<file path="config.mk">
export PLATFORM = sky130hd
export DESIGN_NAME = seq_div_32
export DESIGN_NICKNAME = d
export VERILOG_FILES = /design/src/rtl/seq_div_32_pkg.sv /design/src/rtl/seq_div_32_addsub.sv /design/src/rtl/seq_div_32.sv
export SDC_FILE = /design/constraint.sdc
export NUM_CORES = 1
export LEC_CHECK = 0
export ABC_AREA = 1
export CORE_MARGIN = 2
export CORE_UTILIZATION = 40
export CTS_CLUSTER_SIZE = 10
export DETAILED_ROUTE_END_ITERATION = 7
export PLACE_DENSITY_LB_ADDON = 0.12
export SETUP_SLACK_MARGIN = 0.15
export SLEW_MARGIN = 20
export SYNTH_ARGS = -nofsm -noshare
export SYNTH_HDL_FRONTEND = slang
export SYNTH_SLANG_ARGS = --single-unit
</file>
<file path="constraint.sdc">
create_clock -name clk -period 6 [get_ports clk]
set_input_delay 1.2 -clock clk [delete_from_list [all_inputs] [get_ports clk]]
set_output_delay 1.2 -clock clk [all_outputs]
set_load 0.05 [all_outputs]
</file>
<file path="src/rtl/seq_div_32_pkg.sv">
// Shared definitions for the sequential 32-bit divider: FSM encoding, step count
// and two's-complement helpers.
package seq_div_32_pkg;

  localparam int DIV_CYCLES = 32;
  localparam int CNT_W      = $clog2(DIV_CYCLES);

  localparam logic [1:0] ST_IDLE = 2'd0;
  localparam logic [1:0] ST_CALC = 2'd1;
  localparam logic [1:0] ST_FIX  = 2'd2;

  typedef struct packed {
    logic dvd_neg;
    logic dvs_neg;
    logic dvs_zero;
  } op_flags_t;

  function automatic logic [31:0] neg32(input logic [31:0] x);
    return ~x + 32'd1;
  endfunction

  function automatic logic [31:0] cond_neg(input logic [31:0] x, input logic n);
    return n ? neg32(x) : x;
  endfunction

endpackage

</file>
<file path="src/rtl/seq_div_32_addsub.sv">
// 32-bit adder/subtractor; in subtract mode cout_o=1 means no borrow (a_i >= b_i).
// Purely combinational.
module seq_div_32_addsub (
  input  logic [31:0] a_i,
  input  logic [31:0] b_i,
  input  logic        sub_i,
  output logic [31:0] sum_o,
  output logic        cout_o
);

  logic [31:0] b_eff;
  logic [32:0] full;

  assign b_eff  = sub_i ? ~b_i : b_i;
  assign full   = {1'b0, a_i} + {1'b0, b_eff} + {32'd0, sub_i};
  assign sum_o  = full[31:0];
  assign cout_o = full[32];

endmodule

</file>
<file path="src/rtl/seq_div_32.sv">
// Sequential restoring divider: one quotient bit per clock, 33-cycle latency,
// divide-by-zero short-circuits to a 1-cycle result with div_zero flagged.
module seq_div_32
  import seq_div_32_pkg::*;
#(
  parameter bit SIGNED_EN = 1'b1
) (
  input  logic        clk,
  input  logic        rst,
  input  logic        start,
  input  logic        sign,
  input  logic [31:0] dividend,
  input  logic [31:0] divisor,
  output logic        busy,
  output logic        ready,
  output logic [31:0] q,
  output logic [31:0] r,
  output logic        div_zero
);

  logic [1:0]       state_q, state_d;
  logic [CNT_W-1:0] cnt_q, cnt_d;
  logic [31:0]      quo_q, quo_d;
  logic [31:0]      rem_q, rem_d;
  logic [31:0]      dvs_q, dvs_d;
  op_flags_t        flags_q, flags_d;
  logic [31:0]      q_q, q_d;
  logic [31:0]      r_q, r_d;
  logic             dz_q, dz_d;
  logic             ready_q, ready_d;

  logic        signed_mode;
  logic        in_dvd_neg;
  logic        in_dvs_neg;
  logic        in_dvs_zero;
  logic [31:0] trial;
  logic [31:0] diff;
  logic        no_borrow;

  assign signed_mode = SIGNED_EN && sign;
  assign in_dvd_neg  = signed_mode && dividend[31];
  assign in_dvs_neg  = signed_mode && divisor[31];
  assign in_dvs_zero = (divisor == 32'd0);

  // quo_q starts as |dividend| and shifts left; freed low bits collect quotient bits.
  assign trial = {rem_q[30:0], quo_q[31]};

  seq_div_32_addsub u_sub (
    .a_i    (trial),
    .b_i    (dvs_q),
    .sub_i  (1'b1),
    .sum_o  (diff),
    .cout_o (no_borrow)
  );

  always_comb begin
    state_d = state_q;
    cnt_d   = cnt_q;
    quo_d   = quo_q;
    rem_d   = rem_q;
    dvs_d   = dvs_q;
    flags_d = flags_q;
    q_d     = q_q;
    r_d     = r_q;
    dz_d    = dz_q;
    ready_d = 1'b0;

    case (state_q)
      ST_IDLE: begin
        if (start) begin
          flags_d.dvd_neg  = in_dvd_neg;
          flags_d.dvs_neg  = in_dvs_neg;
          flags_d.dvs_zero = in_dvs_zero;
          quo_d   = cond_neg(dividend, in_dvd_neg);
          dvs_d   = cond_neg(divisor, in_dvs_neg);
          // Zero divisor reports the raw dividend, so park it in the remainder.
          rem_d   = in_dvs_zero ? dividend : 32'd0;
          cnt_d   = '0;
          dz_d    = 1'b0;
          state_d = in_dvs_zero ? ST_FIX : ST_CALC;
        end
      end

      ST_CALC: begin
        rem_d = no_borrow ? diff : trial;
        quo_d = {quo_q[30:0], no_borrow};
        cnt_d = cnt_q + 1'b1;
        if (cnt_q == CNT_W'(DIV_CYCLES - 1)) begin
          state_d = ST_FIX;
        end
      end

      ST_FIX: begin
        if (flags_q.dvs_zero) begin
          q_d  = 32'hFFFF_FFFF;
          r_d  = rem_q;
          dz_d = 1'b1;
        end else begin
          q_d  = cond_neg(quo_q, flags_q.dvd_neg ^ flags_q.dvs_neg);
          r_d  = cond_neg(rem_q, flags_q.dvd_neg);
          dz_d = 1'b0;
        end
        ready_d = 1'b1;
        state_d = ST_IDLE;
      end

      default: begin
        state_d = ST_IDLE;
      end
    endcase
  end

  always_ff @(posedge clk or posedge rst) begin
    if (rst) begin
      state_q <= ST_IDLE;
      cnt_q   <= '0;
      quo_q   <= '0;
      rem_q   <= '0;
      dvs_q   <= '0;
      flags_q <= '0;
      q_q     <= '0;
      r_q     <= '0;
      dz_q    <= 1'b0;
      ready_q <= 1'b0;
    end else begin
      state_q <= state_d;
      cnt_q   <= cnt_d;
      quo_q   <= quo_d;
      rem_q   <= rem_d;
      dvs_q   <= dvs_d;
      flags_q <= flags_d;
      q_q     <= q_d;
      r_q     <= r_d;
      dz_q    <= dz_d;
      ready_q <= ready_d;
    end
  end

  assign busy     = (state_q != ST_IDLE);
  assign ready    = ready_q;
  assign q        = q_q;
  assign r        = r_q;
  assign div_zero = dz_q;

endmodule

</file>
==> impl_metrics.csv <==
group,metric,value,unit
power_and_ir_drop,p_per_area,604,nW/um2
yosys,ys_seq_elements,172,
sta,fin_tns_setup,0,ps
sta,post-route-period-util,0.641,
worst_setup_path,crit_fanout,60,
sta,grt_setup_unrepaired,"false",
yosys,synth_most_common_cell,"nand2_1",
global_route,met1_usage,0.362,
global_route,grt_pass1_wl,70900,um
sta,slew_viol_final,0,
clock_network,htree_num_levels,4,
clock_network,hold_buffers,0,
worst_setup_path,endpoint_kind,"flop",
clock_network,max-clock-path-buffers,2,
sta,tightestPinTransition,915,ps
floorplan,fp-row-count,67,
floorplan,core,33500,um2
layout,area_delta_synth_final,16.3,%
sta,final_hold_viol_count,0,
place,dp_hpwl,35100,um
yosys,synth.top_cell.area_share,0.317,
power_and_ir_drop,peakVddDrop,326,uV
global_route,antenna_found_initial,0,
global_route,grt_pass1_vias,13000,
place,dpl.cell_count,2661,
worst_setup_path,worst_setup_path_start_kind,"input port",
clock_network,cts_sinks,172,
power_and_ir_drop,swShare,0.554,
global_route,use_met3,0.0376,
layout,drive_gt1_frac,0.0454,
clock_network,root_buffer,"clkbuf_16",
detailed_routing,drcViolationCount,0,
hold_path,hold_class,"reg -> reg",
global_route,grt-busiest-layer,"met2",
hold_path,min_to,"r[24]",
yosys,synth_edf_count,0,
clock_network,clk_latency,450,ps
power_and_ir_drop,intPower,0.00426,W
clock_network,tritoncts,"done",
clock_network,clk_pin_slew_worst_paths,70,ps
sta,clock_skew,13.2,ps
yosys,synth_area,13600,um2
clock_network,cts_setup_buffers,0,
yosys,synthesis.nets,2244,
detailed_routing,drtAntennaViolNets,0,
run_status,outcome,"finished, final reports clean",
floorplan,die_area,35500,um2
yosys,ys.flop_type,"dfrtp_1",
power_and_ir_drop,seqPwrFrac,0.233,
clock_network,cts_made_buffers,17,
yosys,async_flop_share,1.00,
global_route,overflow,0,
floorplan,die_h,188,um
layout,n_antenna_cell,0,
yosys,synth_cell_types,56,
yosys,yosys-top-cells-count,"644 x nand2_1, 325 x inv_1, 218 x nor2_1, 192 x nand3_1, 172 x dfrtp_1",
job,drv_cap,0,
yosys,ys_seq_area_frac,0.317,
sta,max_freq,260,MHz
yosys,syn_inst,2137,
sta,finalCriticalPeriod,3840,ps
power_and_ir_drop,p_switching,0.00529,W
global_route,grtUsageMet2,0.408,
detailed_routing,dr.pass1.iters,6,
detailed_routing,viasPerCell,5.20,
floorplan,ios,135,
floorplan,start_util,0.405,
place,place_congestion,0.936,
place,io_buffers,134,
worst_setup_path,rrSetupSlack,2520,ps
hold_path,hold_depth,2,
clock_network,cts_resized,0,
worst_setup_path,cp_data_arrival_time,4180,ps
worst_setup_path,ff2ff_path_depth,11,
layout,stdcell_count,2693,
global_route,grt_usage,0.257,
hold_path,min-delay-start,"r[24]",
sta,slew_headroom,0.390,
yosys,yosysTopAreaCell,"dfrtp_1",
detailed_routing,num_vias,14000,
detailed_routing,wl_per_cell,16.8,um
floorplan,die_x,188,um
yosys,synth_warnings,0,
power_and_ir_drop,clockPowerShare,0.109,
detailed_routing,dr.first_iter.drc_count,1094,
worst_setup_path,path_class,"in -> reg",
power_and_ir_drop,p_leak,7.90,nW
global_route,grt_max_degree,144,
yosys,yosys-top-cells-area,"dfrtp_1 32%, nand2_1 18%, inv_1 9.0%, nand3_1 7.1%, nor2_1 6.0%",
detailed_routing,routed_wl,45100,um
worst_setup_path,reg2reg_from,"state_q[0]",
power_and_ir_drop,combPwrFrac,0.658,
worst_setup_path,r2r_end,"quo_q[27]",
yosys,synth_area_per_cell,6.36,um2
sta,setup_viol,0,
worst_setup_path,cp.required,6340,ps
layout,finalNetCount,2339,
## state kept, by name (all words and copies together), names as in the netlist
register / flops
dvs_q: 32
q: 32
quo_q: 32
r: 32
rem_q: 32
cnt_q: 5
flags_q: 3
state_q: 2
div_zero: 1
ready: 1
## cells by family after synthesis
group,Yosys count,synth area share
and+or+nand+nor,1168,0.368
buffers and inverters,408,0.117
AOI/OAI and AO/OA,285,0.119
DFF,172,0.317
xor gates and xnor gates,65,0.0419
adders and majority gates,39,0.0365
## placed cells by master, fill, tap and decap left out, types with 6 or more instances in the layout
cell type,synthesis,routed
a21oi_1,80,80
a21oi_2,6,6
a31oi_1,23,23
a32oi_1,10,10
buf_4,2,12
clkbuf_16,0,17
clkdlybuf4s50_1,0,134
dfrtp_1,172,172
ha_1,38,38
inv_1,325,324
inv_2,9,9
nand2_1,644,643
nand2_2,10,11
nand3_1,192,192
nand3b_1,6,6
nand4_1,40,40
nor2_1,218,218
nor2_2,9,8
nor3_1,14,14
o211ai_1,6,6
o21ai_0,112,112
o21ai_1,9,9
o21bai_1,7,7
o22ai_1,17,17
or2_2,6,6
xnor2_1,19,19
xor2_1,46,46
## final cells by class
| class | count | area [um2] |
|---|---|---|
| fill | 3562 | 17700 |
| clock inverter | 12 | 88.8 |
| inverter | 337 | 1270 |
| tap | 448 | 561 |
| multi-input combinational | 1557 | 7700 |
| clock buffer | 20 | 437 |
| sequential | 172 | 4300 |
| timing repair buffer | 147 | 1450 |
## worst max-delay path: stages
cell	delay [ps]
clkdlybuf4s50_1	390
nand2_1	60
buf_4	350
inv_2	360
nor2_4	150
buf_4	510
inv_2	500
buf_4	390
o21ai_0	170
inv_1	50
## power groups by stage
stage / Clock (W) / Combinational [W] / Sequential (W)
after floorplan: 0 / 0.00399 / 0.00270
after global placement: 0 / 0.00620 / 0.00223
after detailed placement: 0 / 0.00625 / 0.00224
after CTS: 0.00106 / 0.00627 / 0.00222
after global routing: 0.00111 / 0.00702 / 0.00228
final: 0.00104 / 0.00629 / 0.00222
## routing by layer
metal,vias up,part of all wire,wire [um]
li1,7005,-,-
met1,6474,0.47,21200
met2,474,0.44,19900
met3,56,0.067,3010
met4,0,0.023,1030
met5,-,0,0
## worst max path at each step
stage | start | to | cells past startpoint
final | start | quo_q[27] | 10
after global routing | start | quo_q[27] | 10
after CTS | start | quo_q[27] | 10
after detailed placement | start | quo_q[27] | 10
after global placement | start | quo_q[27] | 10
after floorplan | rst | cnt_q[0] | 1
## per-stage QoR
step	utilization	worst slack (ps)	power, W	instance area, um2	hold WS, ps
6_report	0.471	2160	0.00955	15800	477
5_1_grt	0.471	1890	0.0104	15800	498
4_1_cts	0.471	2170	0.00956	15800	484
3_5_place_dp	0.456	1720	0.00849	15300	466
3_3_place_gp	0.456	1750	0.00843	15300	462
2_1_floorplan	-	2600	0.00669	13600	449
(Power assumes the default switching activity.)
==> RTL edit 1: new RTL, same settings <==
Change the parameter `SIGNED_EN` from 1'b1 to 1'b0.
--- a/src/rtl/seq_div_32.sv
+++ b/src/rtl/seq_div_32.sv
@@ -5,3 +5,3 @@
 #(
-  parameter bit SIGNED_EN = 1'b1
+  parameter bit SIGNED_EN = 1'b0
 ) (
Function: same outputs for any inputs over 10 cycles, from zero or initial values and one cycle with rst high; that may be too few to reach the edited logic, so the function may still have changed.
==> RTL edit 1 against the original RTL <==
- first-iteration DRC count is 30% lower
- setup slack better by 490 ps
- design area is 22% lower
- synthesized cell count is 35% lower
- clock skew is 3.7 ps lower
- via count is 35% lower
- area after synthesis is 25% lower
- wire length is 35% lower
- fmax is 14% higher
- cell count is 32% lower
- sequential cell count is 2 lower
- non-clock buffer count is 3 lower
- highest routed layer unchanged
Power is left out: the tool's default activity adds up to more than one toggle a clock period on the data nets, which glitch-free logic cannot reach.
==> RTL edit 1: results (changes against the original RTL) <==
outcome complete, no violations; worst-path maximum fanout 37 (-38%); min-delay src r[3]$_DFFE_PP0P_; clock sinks 170 (-1.2%); Hold Path Sink r[3]$_DFFE_PP0P_; commonest cells in the synthesized netlist nand2_1 (390), inv_1 (247), dfrtp_1 (170), o21ai_0 (98), nand3_1 (83); vias in the first global route 8807 (-32%); skew final 9.53 ps (-3.72 ps); routability cong. 0.897 (-4.1%); synth top area cells dfrtp_1 (42%), nand2_1 (14%), inv_1 (9.1%); grt met1 use 34.4% (-1.7 points); DR iter-0 viols 770 (-30%); Distinct cells, synth 39 (-30%); Register-to-Register Setup Slack 3020 ps (+500 ps); reg2reg start quo_q[31]$_DFFE_PP0P_; dpl hpwl 21800 um (-38%); Post-Synth Adder-Cell Area 4.39% (+0.74 points); reg2reg end rem_q[27]$_DFFE_PP0P_; multi-input gates 904 (-42%); GRT Overall Usage 22.7% (-3.0 points); Logic inverters 258 (-23%); Met3 Wirelength 1660 um (-45%); ClkCell Share 4.72% (+1.4 points); Placed Instance Area 11700 um2 (-23%); largest net degree at the start of global routing 92 (-36%); Compound-Gate Fraction of Synth Area 14.5% (+2.6 points); layout cell share with drive strength beyond 1 6.37% (+1.8 points); M1 WL 14700 um (-31%); met3 GRT Util 3.66% (-0.11 points); Placement Setup Slack 2220 ps (+502 ps); Non-clock buffers 144 (-2.0%); filler cell count in the final layout 2528 (-29%); Reg2Reg Depth 16 (+5); sequential area share after synthesis 41.9% (+10 points); IO Port Bufs 133 (-0.75%); metal2 WL 12700 um (-36%); FF/Latch Area 4250 um2 (-1.2%); fraction of area in multi-input gates 37.9% (-11 points)
-- RTL edit 1: metrics by stage --
stage,std cells,util (%)
after global routing,1837,49.1
after CTS,1837,49.1
final,1837,49.1
after detailed placement,1806,46.8
after floorplan,1387,-
after global placement,1806,46.8
-- RTL edit 1: worst max-delay path by stage --
stage                from                    end  slack, ps  cells past startpoint
floorplan             rst   cnt_q[0]$_DFFE_PP0P_        200                      1
global placement    start   quo_q[0]$_DFFE_PP0P_       2270                      6
detailed placement  start  quo_q[12]$_DFFE_PP0P_       2220                      6
CTS                 start   quo_q[0]$_DFFE_PP0P_       2680                      6
global route        start  quo_q[23]$_DFFE_PP0P_       2380                      6
finish              start   quo_q[0]$_DFFE_PP0P_       2640                      6
-- RTL edit 1: worst max-delay path, cell delays in order --
cell and delay (ps):
clkdlybuf4s50_1 420, nand2_2 540, inv_2 120, nor2_4 470
inv_1 580, o211ai_1 340
==> RTL edit 2: new RTL, same flow settings <==
Without the edit above. `q_q` and `r_q` no longer have a reset.
--- a/src/rtl/seq_div_32.sv
+++ b/src/rtl/seq_div_32.sv
@@ -120,4 +120,2 @@
       flags_q <= '0;
-      q_q     <= '0;
-      r_q     <= '0;
       dz_q    <= 1'b0;
@@ -131,4 +129,2 @@
       flags_q <= flags_d;
-      q_q     <= q_d;
-      r_q     <= r_d;
       dz_q    <= dz_d;
@@ -136,2 +132,7 @@
     end
+  end
+
+  always_ff @(posedge clk) begin
+    q_q <= q_d;
+    r_q <= r_d;
   end
Check against the original RTL: differs if rst is asserted again (counterexample within 4 cycles, from zero or initial values and one cycle with rst high); with rst held inactive, the same outputs for 10 cycles.
==> RTL edit 2 against the original RTL <==
- clock power grew 6%
- global-route usage shrank 1.3 points
- total power decreased by 7.8%
- synthesized cell count down 9.7%
- design area shrank 3.5%
- setup slack gained 340 ps
- sequential cell count did not move
- register-to-register slack improved by 220 ps
- wire length shrank 11%
- via count decreased by 9.6%
- first-iteration DRC count is 22% lower
- area after synthesis shrank 4.2%
- critical path depth rose by 3
- worst hold slack better by 7.4 ps
- largest power group unchanged
==> RTL edit 2: results (changes against the original RTL) <==
CP startpoint divisor[1]; DR iter-0 viols 852 (-22%); GRT Overall Usage 24.4% (-1.3 points); Final #Nets 2137 (-8.6%); post-synthesis xor/xnor area fraction 4.24% (+0.051 points); DP Cell Count 2453 (-7.8%); Pwr per Cell Area 577 nW/um2 (-4.4%); met2 Use GR 41.7% (+0.81 points); Clock Path Buffers 2 (unchanged); drt first pass iters 7 (+1); outcome complete, no violations; Reg2Reg Depth 18 (+7); final worst hold slack 485 ps (+7.35 ps); met3 GRT Util 2.88% (-0.88 points); Placement Setup Slack 2070 ps (+358 ps); grt met1 use 32.1% (-4.0 points); worst vdd ir 298 uV (-8.6%); worst-path maximum fanout 35 (-42%); Hold Path Sink dvs_q[19]$_DFFE_PP0P_; Setup crit end rem_q[19]$_DFFE_PP0P_; LEAKAGE 7.33 nW (-7.3%); Placed Instance Area 14700 um2 (-3.8%); Compound-Gate Fraction of Synth Area 12.7% (+0.78 points); initial antenna violation count 1 (+1); layout cell share with drive strength beyond 1 5.14% (+0.60 points); reg2reg start quo_q[31]$_DFFE_PP0P_; EDFF count, synth 64 (+64); Register-to-Register Setup Slack 2740 ps (+220 ps); final WL 40300 um (-11%); vias in the first global route 12.0k (-7.4%); commonest cells in the synthesized netlist nand2_1 (577), inv_1 (282), nand3_1 (164), nor2_1 (164), o21ai_0 (111); Slew @ Worst Pin 987 ps (+72.0 ps); highest clock rate 285 MHz (+9.6%); Post-Synth Adder-Cell Area 3.81% (+0.16 points); fraction of registers with async set/reset 62.8% (-37 points); skew final 10.8 ps (-2.43 ps); Clock Power 1.10 mW (+6%); min-delay src dvs_q[19]$_DFFE_PP0P_; post-synthesis net count 2037 (-9.2%); routability cong. 0.957 (+2.3%); Syn Area/Cell 6.74 um2 (+6.0%); sequential area share after synthesis 35.5% (+3.9 points); Met3 Wirelength 1800 um (-40%); main flop type after synthesis dfrtp_1; largest net degree at the start of global routing 81 (-44%); Arrival @ worst endpoint 3890 ps (-290 ps); synth top area cells dfrtp_1 (21%), nand2_1 (17%), edfxtp_1 (15%); M1 WL 18200 um (-14%); Distinct cells, synth 50 (-11%); Via density 5.09 (-2.1%)
## RTL edit 2: cell type report
| class | instances | area [um2] |
|---|---|---|
| diodes | 1 | 2.50 |
| clock buffers | 17 | 425 |
| clock inverters | 15 | 139 |
| fillers | 3361 | 17000 |
| inverters | 297 | 1120 |
| multi-input cells | 1397 | 6980 |
| flip-flops and latches | 172 | 4620 |
| well taps | 442 | 553 |
| repair buffers | 145 | 1420 |
## RTL edit 2: cells by family (layout without fill, tap and decap cells)
group	count (synthesis)	count (layout)
fa+ha+maj	39	39
xor+xnor	63	63
flops	172	172
simple gates	1006	1006
other cells	0	1
buf+inv	361	474
compound gates	289	289
## RTL edit 2: critical path, cell delays in order
cell	delay [ps]
clkdlybuf4s50_1	390
inv_1	110
ha_1	290
inv_1	110
nor3_2	250
inv_1	90
nor2_1	130
nand2_1	130
nor2_4	720
nand3_1	190
nand2_1	120
nand2_1	50
nand2_1	70
